## config.mk

```make
export PLATFORM = sky130hd
export DESIGN_NAME = master_in_port
export DESIGN_NICKNAME = d
export VERILOG_FILES = /design/src/rtl/master_in_port_pkg.sv /design/src/rtl/master_in_port_sipo_shift_reg.sv /design/src/rtl/master_in_port.sv
export SDC_FILE = /design/constraint.sdc
export NUM_CORES = 1
export LEC_CHECK = 0
export ABC_AREA = 1
export BUFFER_PORTS_ARGS = -buffer_cell sky130_fd_sc_hd__buf_2
export CORE_ASPECT_RATIO = 0.75
export CORE_MARGIN = 10
export CORE_UTILIZATION = 35
export DETAILED_ROUTE_END_ITERATION = 10
export PLACE_DENSITY_LB_ADDON = 0.25
export SYNTH_ARGS = -nofsm -noshare
export SYNTH_HDL_FRONTEND = slang
export SYNTH_HIERARCHICAL = 1
export SYNTH_SLANG_ARGS = --single-unit
export TNS_END_PERCENT = 5
```

## constraint.sdc

```tcl
create_clock -name clk -period 1.76 [get_ports clk]
set_clock_uncertainty 0.2 [all_clocks]
set_input_delay 0.44 -clock clk [delete_from_list [all_inputs] [get_ports clk]]
set_output_delay 0.44 -clock clk [all_outputs]
set_load 0.05 [all_outputs]
```

## src/rtl/master_in_port_pkg.sv

```systemverilog
// Shared definitions for the slave-to-master read-data link: frame width and
// receive FSM state encoding.
package master_in_port_pkg;

    localparam int unsigned DEFAULT_DATA_WIDTH = 8;

    typedef enum logic [1:0] {
        IDLE = 2'd0,
        GAP  = 2'd1,
        DATA = 2'd2
    } state_e;

    // Bit-counter width for a frame of w bits; at least one bit wide.
    function automatic int unsigned cnt_width(input int unsigned w);
        return (w > 1) ? $clog2(w) : 1;
    endfunction

endpackage

```

## src/rtl/master_in_port_sipo_shift_reg.sv

```systemverilog
// Serial-in/parallel-out register: writes din into bit idx when load_en is set,
// clear takes priority and zeroes the whole word.
module sipo_shift_reg
    import master_in_port_pkg::*;
#(
    parameter int unsigned WIDTH = DEFAULT_DATA_WIDTH,
    parameter int unsigned IDX_W = cnt_width(WIDTH)
) (
    input  logic             clk,
    input  logic             reset,
    input  logic             clr,
    input  logic             load_en,
    input  logic [IDX_W-1:0] idx,
    input  logic             din,
    output logic [WIDTH-1:0] q
);

    logic [WIDTH-1:0] shift_q;
    logic [WIDTH-1:0] shift_d;

    always_comb begin
        shift_d = shift_q;
        if (clr) begin
            shift_d = '0;
        end else if (load_en) begin
            shift_d[idx] = din;
        end
    end

    always_ff @(posedge clk or posedge reset) begin
        if (reset) begin
            shift_q <= '0;
        end else begin
            shift_q <= shift_d;
        end
    end

    assign q = shift_q;

endmodule

```

## src/rtl/master_in_port.sv

```systemverilog
// Receive end of the slave-to-master read-data link: handshake, LSB-first
// deserialisation and word hand-off. Optional MASTER_IN_DONE_CHECK_EN adds a frame-end check.
module master_in_port
    import master_in_port_pkg::*;
#(
    parameter int unsigned DATA_WIDTH = DEFAULT_DATA_WIDTH
) (
    input  logic                  clk,
    input  logic                  reset,
    input  logic                  rx_en,
    input  logic                  slave_valid,
    input  logic                  rx_data,
    input  logic                  slave_tx_done,
    output logic                  master_ready,
    output logic [DATA_WIDTH-1:0] dataout,
    output logic                  data_valid,
    output logic                  rx_busy,
    output logic                  rx_error
);

    localparam int unsigned     CNT_W    = cnt_width(DATA_WIDTH);
    localparam logic [CNT_W-1:0] LAST_BIT = CNT_W'(DATA_WIDTH - 1);

    state_e                  state_q, state_d;
    logic [CNT_W-1:0]        bit_cnt_q, bit_cnt_d;
    logic [DATA_WIDTH-1:0]   dataout_q, dataout_d;
    logic                    data_valid_q, data_valid_d;
    logic                    rx_error_q, rx_error_d;
    logic                    rx_busy_q, rx_busy_d;
    logic                    master_ready_q, master_ready_d;

    logic                    handshake_c;
    logic                    shift_clr_c;
    logic                    shift_ld_c;
    logic [DATA_WIDTH-1:0]   shift_c;
    logic [DATA_WIDTH-1:0]   word_c;

    assign handshake_c = slave_valid & master_ready_q & rx_en;

    sipo_shift_reg #(
        .WIDTH (DATA_WIDTH),
        .IDX_W (CNT_W)
    ) u_sipo (
        .clk     (clk),
        .reset   (reset),
        .clr     (shift_clr_c),
        .load_en (shift_ld_c),
        .idx     (bit_cnt_q),
        .din     (rx_data),
        .q       (shift_c)
    );

    // Shift register is cleared at handshake, so the MSB slot is still zero here.
    assign word_c = shift_c | (DATA_WIDTH'(rx_data) << (DATA_WIDTH - 1));

`ifndef MASTER_IN_DONE_CHECK_EN
    logic unused_slave_tx_done_c;
    assign unused_slave_tx_done_c = slave_tx_done;
`endif

    always_comb begin
        state_d      = state_q;
        bit_cnt_d    = bit_cnt_q;
        dataout_d    = dataout_q;
        data_valid_d = 1'b0;
        rx_error_d   = 1'b0;
        shift_clr_c  = 1'b0;
        shift_ld_c   = 1'b0;

        case (state_q)
            IDLE: begin
                if (handshake_c) begin
                    state_d     = GAP;
                    shift_clr_c = 1'b1;
                end
            end
            GAP: begin
                state_d   = DATA;
                bit_cnt_d = '0;
            end
            DATA: begin
                shift_ld_c = 1'b1;
                if (bit_cnt_q == LAST_BIT) begin
                    state_d   = IDLE;
                    bit_cnt_d = '0;
`ifdef MASTER_IN_DONE_CHECK_EN
                    if (slave_tx_done) begin
                        dataout_d    = word_c;
                        data_valid_d = 1'b1;
                    end else begin
                        rx_error_d   = 1'b1;
                    end
`else
                    dataout_d    = word_c;
                    data_valid_d = 1'b1;
`endif
                end else begin
                    bit_cnt_d = bit_cnt_q + CNT_W'(1);
                end
            end
            default: begin
                state_d   = IDLE;
                bit_cnt_d = '0;
            end
        endcase

        // Ready follows the state being entered so it is never high outside IDLE.
        master_ready_d = (state_d == IDLE) && rx_en;
        rx_busy_d      = (state_d != IDLE);
    end

    always_ff @(posedge clk or posedge reset) begin
        if (reset) begin
            state_q        <= IDLE;
            bit_cnt_q      <= '0;
            dataout_q      <= '0;
            data_valid_q   <= 1'b0;
            rx_error_q     <= 1'b0;
            rx_busy_q      <= 1'b0;
            master_ready_q <= 1'b0;
        end else begin
            state_q        <= state_d;
            bit_cnt_q      <= bit_cnt_d;
            dataout_q      <= dataout_d;
            data_valid_q   <= data_valid_d;
            rx_error_q     <= rx_error_d;
            rx_busy_q      <= rx_busy_d;
            master_ready_q <= master_ready_d;
        end
    end

    assign master_ready = master_ready_q;
    assign dataout      = dataout_q;
    assign data_valid   = data_valid_q;
    assign rx_busy      = rx_busy_q;
    assign rx_error     = rx_error_q;

endmodule

```

==> impl_metrics.csv <==
group,metric,value,unit
outcome,outcome,"complete, no violations",
route,wl,2.17,mm
min_path,hold_path_end,"master_ready",
global_route,grt_max_degree,17,
place,gp_congestion,0.795,
final_layout,instances_no_fill,207,
synth,syn_nets,155,
route,vias,878,
timing,setup_violations,0,
place,dp_cells,202,
global_route,grt_pass1_vias,861,
flow_run,maxCapViolCount,0,
cts,clk_pin_slew,80,ps
final_layout,drive_gt1_share,19.5,%
min_path,worstHoldPathType,"input port to flip-flop",
route,firstDrtPassIters,4,
final_layout,synthToLayoutAreaGrowth,17.9,%
die,fp-row-count,17,
cts,clockBufferDepth,2,
cts,htreeDepth,1,
place,port_buffers,15,
route,wire_per_inst,10.5,um
synth,synth_area_leaders,"dfrtp_1 53%, nand2_1 23%, inv_1 6.6%, nor2_1 3.7%, nand3_1 3.1%",
global_route,grt_pass1_wl,3.73,mm
synth,synth_area,1130,um2
timing,whs,203,ps
final_layout,layout.nets,178,
timing,fmax,0.636,GHz
synth,syn-instance-count,147,
timing,hold_viol,0,
cts,clock-sinks,24,
timing,maxSlewHeadroom,57.4,%
power,ir_drop,434,uV
cts,clk_latency,260,ps
synth,synth_top_area_share,53.2,%
place,detailed_place_hpwl,1.69,mm
timing,fin_crit,1570,ps
worst_setup_path,end_kind,"flip-flop",
power,leakage,0.000811,uW
cts,ctsResizeCount,0,
final_layout,fill_cells,299,
synth,yosys_warnings,6,
power,powerDensity,1870,nW/um2
worst_setup_path,critPathMaxFanout,8,
die,die_w,85.6,um
synth,synth.avg_cell_area,7.69,um2
worst_setup_path,worstPathRequired,1730,ps
route,vias_per_cell,4.24,
min_path,hp-start,"rx_en",
synth,yosysSeqAreaShare,53.2,%
cts,postCtsHoldBufs,1,
synth,synth_cell_types,16,
route,drcViolationCount,0,
worst_setup_path,cp.arrival,1540,ps
die,io_pins,18,
cts,cts_root_buf,"clkbuf_8",
final_layout,final_common_cell,"nand2_1",
timing,setup_tns,0,ps
die,die_h,69.2,um
timing,fin_crit_sh,89.4,%
worst_setup_path,r2r_cells,8,
timing,grt_setup_unrepaired,"no",
synth,synth_top_area_cell,"dfrtp_1",
global_route,grt_usage,7.66,%
worst_setup_path,ff2ff_setup_slack,190,ps
final_layout,antenna_cells,0,
cts,cts_buffers,3,
synth,yosys_register_bits,24,
min_path,hold_depth,3,
worst_setup_path,r2r_start,"state_q[0]",
die,coreArea,3020,um2
worst_setup_path,criticalPathCategory,"flip-flop to flip-flop",
die,die_area,5920,um2
timing,slew_violations,0,
die,initial_core_util,37.4,%
timing,worstMarginPinSlew,638,ps
cts,cts_tree,"built",
worst_setup_path,r2r_end,"u_sipo/q[2]",
final_layout,mostFrequentLayoutCells,"68 x nand2_1, 24 x dfrtp_1, 20 x inv_1, 15 x buf_2, 11 x nor2_1",
global_route,antenna_found_initial,0,
cts,postCtsSetupRepairBufs,0,
worst_setup_path,startpoint_type,"flip-flop",
global_route,grt.overflow.total,0,
route,drtIter0Drc,50,
route,final_antenna_net_count,0,
-- worst max-delay path, stage by stage (launching register included) --
cell,delay (ps)
dfrtp_1,440
nor2_1,170
nand2_1,110
inv_1,110
inv_2,90
nand2_2,140
nand3_1,100
nand2_1,80
inv_1,40
-- layer usage --
| layer | track usage, % | vias to the layer above | wire length (um) |
|---|---|---|---|
| met5 | 0 | - | 0 |
| met1 | 8.05 | 377 | 973 |
| met4 | 1.99 | 0 | 21 |
| li1 | - | 475 | - |
| met3 | 4.57 | 4 | 194 |
| met2 | 12.6 | 22 | 982 |
-- cells in the mapped netlist --
cell type,number
nand2_1,68
dfrtp_1,24
inv_1,20
nor2_1,11
nand3_1,7
inv_2,4
ha_1,2
nor2_2,2
nor2_4,2
buf_4,1
clkinv_4,1
conb_1,1
nand2_2,1
nand2_4,1
nor3_1,1
o21ai_1,1
-- report_power, final --
group          total, uW  internal [uW]  switching, uW
logic               1210            349            860
registers            922            789            133
clock network        366            199            166
total               2500           1340           1160
-- layout make-up --
| type | instances | area, um2 | share of cell area (%) |
|---|---|---|---|
| inverter | 25 | 98.8 | 7.42 |
| multi-input combinational | 97 | 423 | 31.7 |
| sequential | 24 | 601 | 45.1 |
| clock buffer | 4 | 55.1 | 4.13 |
| tap | 38 | 47.5 | 3.57 |
| timing repair buffer | 19 | 108 | 8.08 |
-- logic make-up (layout without fill, tap and decap cells) --
group | Yosys count | in the layout | share of synthesized area, %
other | 1 | 1 | 0.332
buffers and inverters | 26 | 48 | 9.41
flip-flops | 24 | 24 | 53.2
AO/OA/AOI/OAI | 1 | 1 | 0.443
AND/OR/NAND/NOR | 93 | 93 | 34.4
adder cells (fa/ha/maj) | 2 | 2 | 2.21
-- metrics by stage --
step                util [%]  area, um2  power (uW)  worst slack [ps]
floorplan                  -       1130        1850               145
global placement        42.0       1270        2120               168
detailed placement      42.0       1270        2150               138
CTS                     44.1       1330        2530               181
global route            44.1       1330        2710              52.1
finish                  44.1       1330        2500               187
-- flip-flops by register name, indices dropped and copies added, names as in the netlist --
name and count:
state_q 2, u_sipo/q 8, rx_busy 1, bit_cnt_q 3
data_valid 1, dataout 8, master_ready 1
-- worst max path at each step --
stage                      start          end  cells after the start
floorplan           master_ready  u_sipo/q[2]                      9
global placement           rx_en  u_sipo/q[2]                     10
detailed placement   slave_valid  u_sipo/q[4]                     10
CTS                   state_q[0]  u_sipo/q[4]                      8
global route          state_q[1]  u_sipo/q[6]                      8
finish                state_q[0]  u_sipo/q[2]                      8
Power figures use the tool's default switching activity.
